$ cat src/rtl/gem_rate_pkg.sv
// Shared constants for the GEM front-panel rate meter: decade thresholds for
// the logarithmic LED bar, the default rate width and a constant-safe clog2.
package gem_rate_pkg;

  localparam int RATE_WIDTH = 32;

  // Decade thresholds 10^0 .. 10^9; bar bit k lights when rate >= DECADE_THRESH[k].
  localparam logic [31:0] DECADE_THRESH [0:9] = '{
    32'd1,
    32'd10,
    32'd100,
    32'd1000,
    32'd10000,
    32'd100000,
    32'd1000000,
    32'd10000000,
    32'd100000000,
    32'd1000000000
  };

  // Ceiling log2, usable in parameter expressions.
  function automatic int clog2(input longint unsigned value);
    int r;
    r = 0;
    for (int i = 0; i < 64; i++) begin
      if ((64'd1 << r) < value) r = r + 1;
    end
    return r;
  endfunction

endpackage

$ cat src/rtl/rate_bar_encoder.sv
// Registered thermometer encoder: compares the published rate against BAR_WIDTH
// thresholds (decades or linear steps) and loads the bar when load_i pulses.
// valid_o is a one-cycle pulse that coincides with the bar taking its new value.
module rate_bar_encoder
  import gem_rate_pkg::*;
#(
  parameter int RATE_W      = RATE_WIDTH,
  parameter int BAR_WIDTH   = 8,
  parameter int LOGARITHMIC = 1,
  parameter int BAR_STEP    = 100
) (
  input  logic                 clock,
  input  logic                 reset,
  input  logic [RATE_W-1:0]    rate_i,
  input  logic                 load_i,
  output logic [BAR_WIDTH-1:0] bar_o,
  output logic                 valid_o
);

  logic [63:0]          rate_ext;
  logic [BAR_WIDTH-1:0] hit;
  logic [BAR_WIDTH-1:0] bar_q;
  logic                 valid_q;

  assign rate_ext = 64'(rate_i);

  // One unsigned compare per LED; thresholds are increasing so the result is a thermometer.
  for (genvar k = 0; k < BAR_WIDTH; k++) begin : g_bit
    if (LOGARITHMIC != 0) begin : g_log
      if (k < 10) begin : g_dec
        localparam logic [63:0] THR = 64'(DECADE_THRESH[k]);
        assign hit[k] = (rate_ext >= THR);
      end else begin : g_none
        assign hit[k] = 1'b0;
      end
    end else begin : g_lin
      localparam logic [63:0] THR = 64'(k + 1) * 64'(BAR_STEP);
      assign hit[k] = (rate_ext >= THR);
    end
  end

  // Bar only moves on a load, and the valid pulse marks exactly that cycle.
  always_ff @(posedge clock) begin
    if (reset) begin
      bar_q   <= '0;
      valid_q <= 1'b0;
    end else begin
      valid_q <= load_i;
      if (load_i) bar_q <= hit;
    end
  end

  assign bar_o   = bar_q;
  assign valid_o = valid_q;

endmodule

$ cat src/rtl/cluster_rate_meter.sv
// Gated-window cluster rate meter. Sums increment_i over WINDOW cycles, publishes
// the window sum scaled to Hz (saturating) one cycle after the terminal cycle and
// hands it to the bar encoder, whose output lands one cycle later.
module cluster_rate_meter
  import gem_rate_pkg::*;
#(
  parameter int CLK_FREQUENCY   = 40079000,
  parameter int SPEEDUP_SHIFT   = 4,
  parameter int COUNTER_WIDTH   = RATE_WIDTH,
  parameter int INCREMENT_WIDTH = 8,
  parameter int BAR_WIDTH       = 8,
  parameter int LOGARITHMIC     = 1,
  parameter int BAR_STEP        = 100
) (
  input  logic                       clock,
  input  logic                       reset,
  input  logic [INCREMENT_WIDTH-1:0] increment_i,
  output logic [COUNTER_WIDTH-1:0]   rate_o,
  output logic [BAR_WIDTH-1:0]       progress_bar_o,
  output logic                       rate_valid_o,
  output logic                       saturated_o
);

  localparam int WINDOW = CLK_FREQUENCY >> SPEEDUP_SHIFT;
  localparam int CNT_W  = (clog2(longint'(WINDOW)) < 1) ? 1 : clog2(longint'(WINDOW));
  localparam logic [CNT_W-1:0] LAST = CNT_W'(WINDOW - 1);

  if (WINDOW < 2) begin : g_bad_window
    $error("cluster_rate_meter: window must be at least 2 cycles");
  end

  logic [CNT_W-1:0]         count_q, count_d;
  logic [COUNTER_WIDTH-1:0] acc_q, acc_d;
  logic                     acc_sat_q, acc_sat_d;
  logic [COUNTER_WIDTH-1:0] rate_q, rate_d;
  logic                     sat_q, sat_d;
  logic                     pub_q, pub_d;

  logic                     terminal;
  logic [COUNTER_WIDTH:0]   sum_ext;
  logic                     overflow;
  logic [COUNTER_WIDTH-1:0] sum_sat;
  logic [COUNTER_WIDTH-1:0] rate_shift;
  logic                     clip;

  // Window counter, saturating accumulator and the scale/clip of the closing sum.
  // The terminal cycle's increment is folded into the closing sum, and the next
  // window restarts from zero so no cycle is lost or counted twice.
  always_comb begin
    terminal   = (count_q == LAST);
    sum_ext    = {1'b0, acc_q} + (COUNTER_WIDTH + 1)'(increment_i);
    overflow   = sum_ext[COUNTER_WIDTH];
    sum_sat    = overflow ? '1 : sum_ext[COUNTER_WIDTH-1:0];
    rate_shift = sum_sat << SPEEDUP_SHIFT;
    clip       = overflow | acc_sat_q | ((sum_sat >> (COUNTER_WIDTH - SPEEDUP_SHIFT)) != '0);

    count_d   = terminal ? '0 : count_q + 1'b1;
    acc_d     = terminal ? '0 : sum_sat;
    acc_sat_d = terminal ? 1'b0 : (acc_sat_q | overflow);
    rate_d    = rate_q;
    sat_d     = sat_q;
    pub_d     = terminal;
    if (terminal) begin
      rate_d = clip ? '1 : rate_shift;
      sat_d  = clip;
    end
  end

  // State registers; reset discards any partial window.
  always_ff @(posedge clock) begin
    if (reset) begin
      count_q   <= '0;
      acc_q     <= '0;
      acc_sat_q <= 1'b0;
      rate_q    <= '0;
      sat_q     <= 1'b0;
      pub_q     <= 1'b0;
    end else begin
      count_q   <= count_d;
      acc_q     <= acc_d;
      acc_sat_q <= acc_sat_d;
      rate_q    <= rate_d;
      sat_q     <= sat_d;
      pub_q     <= pub_d;
    end
  end

  rate_bar_encoder #(
    .RATE_W      (COUNTER_WIDTH),
    .BAR_WIDTH   (BAR_WIDTH),
    .LOGARITHMIC (LOGARITHMIC),
    .BAR_STEP    (BAR_STEP)
  ) u_bar (
    .clock   (clock),
    .reset   (reset),
    .rate_i  (rate_q),
    .load_i  (pub_q),
    .bar_o   (progress_bar_o),
    .valid_o (rate_valid_o)
  );

  assign rate_o      = rate_q;
  assign saturated_o = sat_q;

endmodule

$ cat config.mk
export PLATFORM = sky130hd
export DESIGN_NAME = cluster_rate_meter
export DESIGN_NICKNAME = d
export VERILOG_FILES = /design/src/rtl/gem_rate_pkg.sv /design/src/rtl/rate_bar_encoder.sv /design/src/rtl/cluster_rate_meter.sv
export SDC_FILE = /design/constraint.sdc
export NUM_CORES = 1
export LEC_CHECK = 0
export BUFFER_PORTS_ARGS = -buffer_cell sky130_fd_sc_hd__clkbuf_2
export CORE_MARGIN = 1.5
export CORE_UTILIZATION = 40
export CTS_BUF_LIST = sky130_fd_sc_hd__clkbuf_8 sky130_fd_sc_hd__clkbuf_16
export DETAILED_ROUTE_END_ITERATION = 7
export GPL_ROUTABILITY_DRIVEN = 0
export HOLD_SLACK_MARGIN = 0.12
export PLACE_DENSITY = 0.62
export SLEW_MARGIN = 30
export SYNTH_ARGS = -nofsm -noshare
export SYNTH_HDL_FRONTEND = slang
export SYNTH_HIERARCHICAL = 1
export SYNTH_SLANG_ARGS = --single-unit
$ cat constraint.sdc
create_clock -name clock -period 3.6 [get_ports clock]
set_clock_uncertainty 0.2 [all_clocks]
set_input_delay 0.54 -clock clock [delete_from_list [all_inputs] [get_ports clock]]
set_output_delay 0.54 -clock clock [all_outputs]
set_load 0.03 [all_outputs]
==> results.md <==
* Total of buffers placed on input and output ports at 51
* Hold Crit Class: reg2reg
* Flip-flop and latch area at 1880 um^2
* Count of final max-slew check failures at 0
* Total routed wirelength at 10.1 mm
* Total track usage at 0.176
* Worst setup EP type: register
* Die Width at 110 um
* Cell Area, Synth at 4600 um^2
* Count of yosys warnings during synthesis at 6
* Synthesized flop and latch total at 94
* Fraction of layout instances using a drive strength above 1 at 0.173
* Worst rel slew slack at 0.529
* CTS tree: yes
* Total overflow reported by the global router at 0
* CTS Buf Count at 9
* Number of nets in the synthesized netlist at 538
* Tcrit/Tclk final at 0.813
* Post-synth EDFFs at 0
* H-tree lvl count at 3
* Sequential fraction of design power at 0.458
* Count of final setup violators at 0
* Switching power at 695 uW
* Layout net count at 577
* Area of the multi-input gates at 2540 um^2
* Switching share of power at 0.288
* Power per unit of standard cell area at 463 nW/um^2
* Clock period minus final worst setup slack at 2.93 ns
* Vias in the first global route at 3,581
* Average cell area after synthesis at 8.90 um^2
* Max Buffers Root-to-Sink at 2
* Total half-perimeter wirelength after legalization and detailed placement at 7.25 mm
* Final Util at 0.473
* Synthesis-to-finish area growth at 13.3%
* Global-route wire length before repair at 16.6 mm
* Summed negative setup slack over all endpoints at 0 ns
* Required time at the endpoint of the critical path at 3.60 ns
* Starting utilization of the core area at 0.417
* Placeable core region at 11,000 um^2
* Pleak at 2.12 nW
* Cell-internal power at 1.72 mW
* Clock transition at the registers of the reported paths at 0.07 ns
* Share of the yosys chip area belonging to registers at 0.409
* Startpoint-to-endpoint class of the critical path: reg2reg
* Transition time at the pin with the least slew margin at 0.707 ns
* Max Cap Violations at 0
* Crit path setup slack, layout at 0.671 ns
* Primary FF master, synth: sky130_fd_sc_hd__dfxtp_1
* Skew-Pair Late Insertion Delay at 0.35 ns
* Share of synthesized flip-flops with an asynchronous set or reset at 0
* Vias per inst at 5.39
* Source of the worst hold timing path: acc_sat_q$_SDFF_PP0_
* Setup repair after global routing missed its margin: false
* Comb pwr share at 0.177
* Root cell of the clock tree: sky130_fd_sc_hd__clkbuf_16
* Number of antenna violations at the first check in global routing at 0
* Slack of the worst reg-to-reg path at 0.67 ns
* Cell depth of the worst flop-to-flop path at 9
* # Post-CTS Setup Buffers at 0
* Reg2Reg Launch Point: acc_q[0]$_SDFF_PP0_
* Critical-path maximum fanout at 29
* WL/cell at 14.5 um
* Worst reg2reg path endpoint: rate_o[28]$_SDFFE_PP0P_
* Remaining antenna violation count after routing at 0
* # IOs at 52
* Setup slack after placement at 0.345 ns
* Sink Count at 94
* Number of gates resized after cts at 0
* Critical Path AT at 2.92 ns
* Setup crit end: rate_o[28]$_SDFFE_PP0P_
* Largest voltage drop on the vdd net at 0.274 mV
* Number of DRC markers in iteration 0 at 265
* Achievable Freq at 341 MHz
* Largest net degree at the start of global routing at 56
* Origin of the worst setup path: acc_q[0]$_SDFF_PP0_
* Clock network fraction of total power at 0.365
* Mapped Cells at 517
* Synth unique cells at 64
* Hold bufs inserted after CTS at 0
* Router iterations before antenna repair at 4
* Number of antenna repair diodes at 0
* Area of the die at 12,200 um^2
* DRC viols at 0
* Fillers at 1,060
* Final hold viol count at 0
* Number of vias after detailed routing at 3,775
* Vertical die dimension at 110 um
* Result of the run: completed
* Number of standard-cell rows in the floorplan at 38
* Worst setup SP type: register
-- Yosys cell counts (3+ instances only) --
cell	number	share of area
sky130_fd_sc_hd__nor4_4	3	0.014
sky130_fd_sc_hd__dfxtp_1	94	0.41
sky130_fd_sc_hd__nand4_1	14	0.019
sky130_fd_sc_hd__nor3_1	7	0.0076
sky130_fd_sc_hd__nor2_1	103	0.084
sky130_fd_sc_hd__xnor2_1	19	0.036
sky130_fd_sc_hd__nand3_1	20	0.022
sky130_fd_sc_hd__nor2b_1	4	0.0054
sky130_fd_sc_hd__buf_2	4	0.0043
sky130_fd_sc_hd__a31oi_1	3	0.0041
sky130_fd_sc_hd__a2111oi_0	5	0.0095
sky130_fd_sc_hd__ha_1	10	0.027
sky130_fd_sc_hd__mux2i_1	4	0.0087
sky130_fd_sc_hd__buf_4	6	0.0098
sky130_fd_sc_hd__o21bai_1	22	0.036
sky130_fd_sc_hd__nand4b_1	3	0.0057
sky130_fd_sc_hd__a211oi_1	16	0.026
sky130_fd_sc_hd__o21ai_0	7	0.0076
sky130_fd_sc_hd__buf_1	5	0.0041
sky130_fd_sc_hd__xor2_1	22	0.042
sky130_fd_sc_hd__and4_1	7	0.013
sky130_fd_sc_hd__inv_1	9	0.0073
sky130_fd_sc_hd__nor4_1	3	0.0041
sky130_fd_sc_hd__a21oi_1	25	0.027
sky130_fd_sc_hd__clkbuf_1	10	0.0082
sky130_fd_sc_hd__a21oi_2	10	0.019
sky130_fd_sc_hd__and3_1	11	0.015
sky130_fd_sc_hd__o211a_1	3	0.0065
sky130_fd_sc_hd__nand2_1	24	0.020
-- flip-flops by register name, indices dropped and copies added, names as in the netlist --
signal	flops
u_bar/bar_o	8
u_bar/valid_o	1
pub_q	1
acc_sat_q	1
acc_q	32
count_q	22
rate_o	29
-- stage by stage --
step | hold slack, ns | instances | power [mW] | cell area [um^2]
2_1_floorplan | 0.239 | 517 | 1.47 | 4600
3_3_place_gp | 0.258 | 685 | 1.55 | 4940
3_5_place_dp | 0.262 | 685 | 1.56 | 4940
4_1_cts | 0.280 | 700 | 2.44 | 5220
5_1_grt | 0.290 | 700 | 2.55 | 5220
6_report | 0.274 | 700 | 2.42 | 5220
-- cell type report --
class | count | area share
Inverter | 9 | 0.00648
Tap cell | 140 | 0.0336
Timing Repair Buffer | 55 | 0.0595
Clock inverter | 5 | 0.00672
Multi-Input combinational cell | 387 | 0.487
Clock buffer | 10 | 0.0458
Sequential cell | 94 | 0.361
-- worst min path at each step --
stage | endpoint | slack [ns] | cells past startpoint
after floorplan | acc_sat_q$_SDFF_PP0_ | 0.24 | 2
after global placement | acc_sat_q$_SDFF_PP0_ | 0.26 | 2
after detailed placement | acc_sat_q$_SDFF_PP0_ | 0.26 | 2
after CTS | u_bar/bar_o[6]$_SDFFE_PP0P_ | 0.28 | 2
after global routing | u_bar/bar_o[6]$_SDFFE_PP0P_ | 0.29 | 2
final | acc_sat_q$_SDFF_PP0_ | 0.27 | 2
-- cell families after synthesis --
| group | count (synthesis) | synth area share |
|---|---|---|
| flip-flops | 94 | 0.409 |
| AND/OR/NAND/NOR | 218 | 0.251 |
| adder cells (fa/ha/maj) | 11 | 0.0315 |
| buffers and inverters | 36 | 0.0394 |
| multiplexers | 5 | 0.0111 |
| AO/OA/AOI/OAI | 112 | 0.180 |
| XOR/XNOR | 41 | 0.0780 |
-- power by group through the flow --
stage | Combinational, mW | Sequential, mW | Clock, mW
2_1_floorplan | 0.347 | 1.12 | 0
5_1_grt | 0.480 | 1.11 | 0.957
3_3_place_gp | 0.420 | 1.13 | 0
3_5_place_dp | 0.429 | 1.13 | 0
6_report | 0.428 | 1.11 | 0.882
4_1_cts | 0.430 | 1.11 | 0.906
-- per-layer routing --
layer,global-route usage,vias to the layer above,share of wire
met5,0,-,0
met4,0.0549,0,0.010
met3,0.0541,7,0.038
met2,0.299,67,0.48
met1,0.213,1774,0.47
li1,-,1927,-
-- layout by cell type (no fill, tap or decap), drive strengths merged, types with 10 or more instances in the layout --
cell type | Yosys | routed
a211oi | 16 | 16
a21oi | 35 | 35
and3 | 11 | 11
clkbuf | 10 | 61
dfxtp | 94 | 94
ha | 10 | 10
inv | 9 | 10
nand2 | 24 | 24
nand3 | 20 | 20
nand4 | 15 | 15
nor2 | 103 | 103
o21bai | 22 | 22
xnor2 | 19 | 19
xor2 | 22 | 22
-- critical path, stage by stage, from the launching register on --
cell and delay [ns]:
sky130_fd_sc_hd__dfxtp_1 0.31, sky130_fd_sc_hd__ha_1 0.22, sky130_fd_sc_hd__fa_1 0.43, sky130_fd_sc_hd__a211oi_1 0.38
sky130_fd_sc_hd__o211ai_2 0.22, sky130_fd_sc_hd__nand4b_1 0.18, sky130_fd_sc_hd__mux2i_1 0.25, sky130_fd_sc_hd__o2111a_1 0.28
sky130_fd_sc_hd__buf_12 0.21, sky130_fd_sc_hd__a211oi_1 0.10
(Power assumes the default switching activity.)
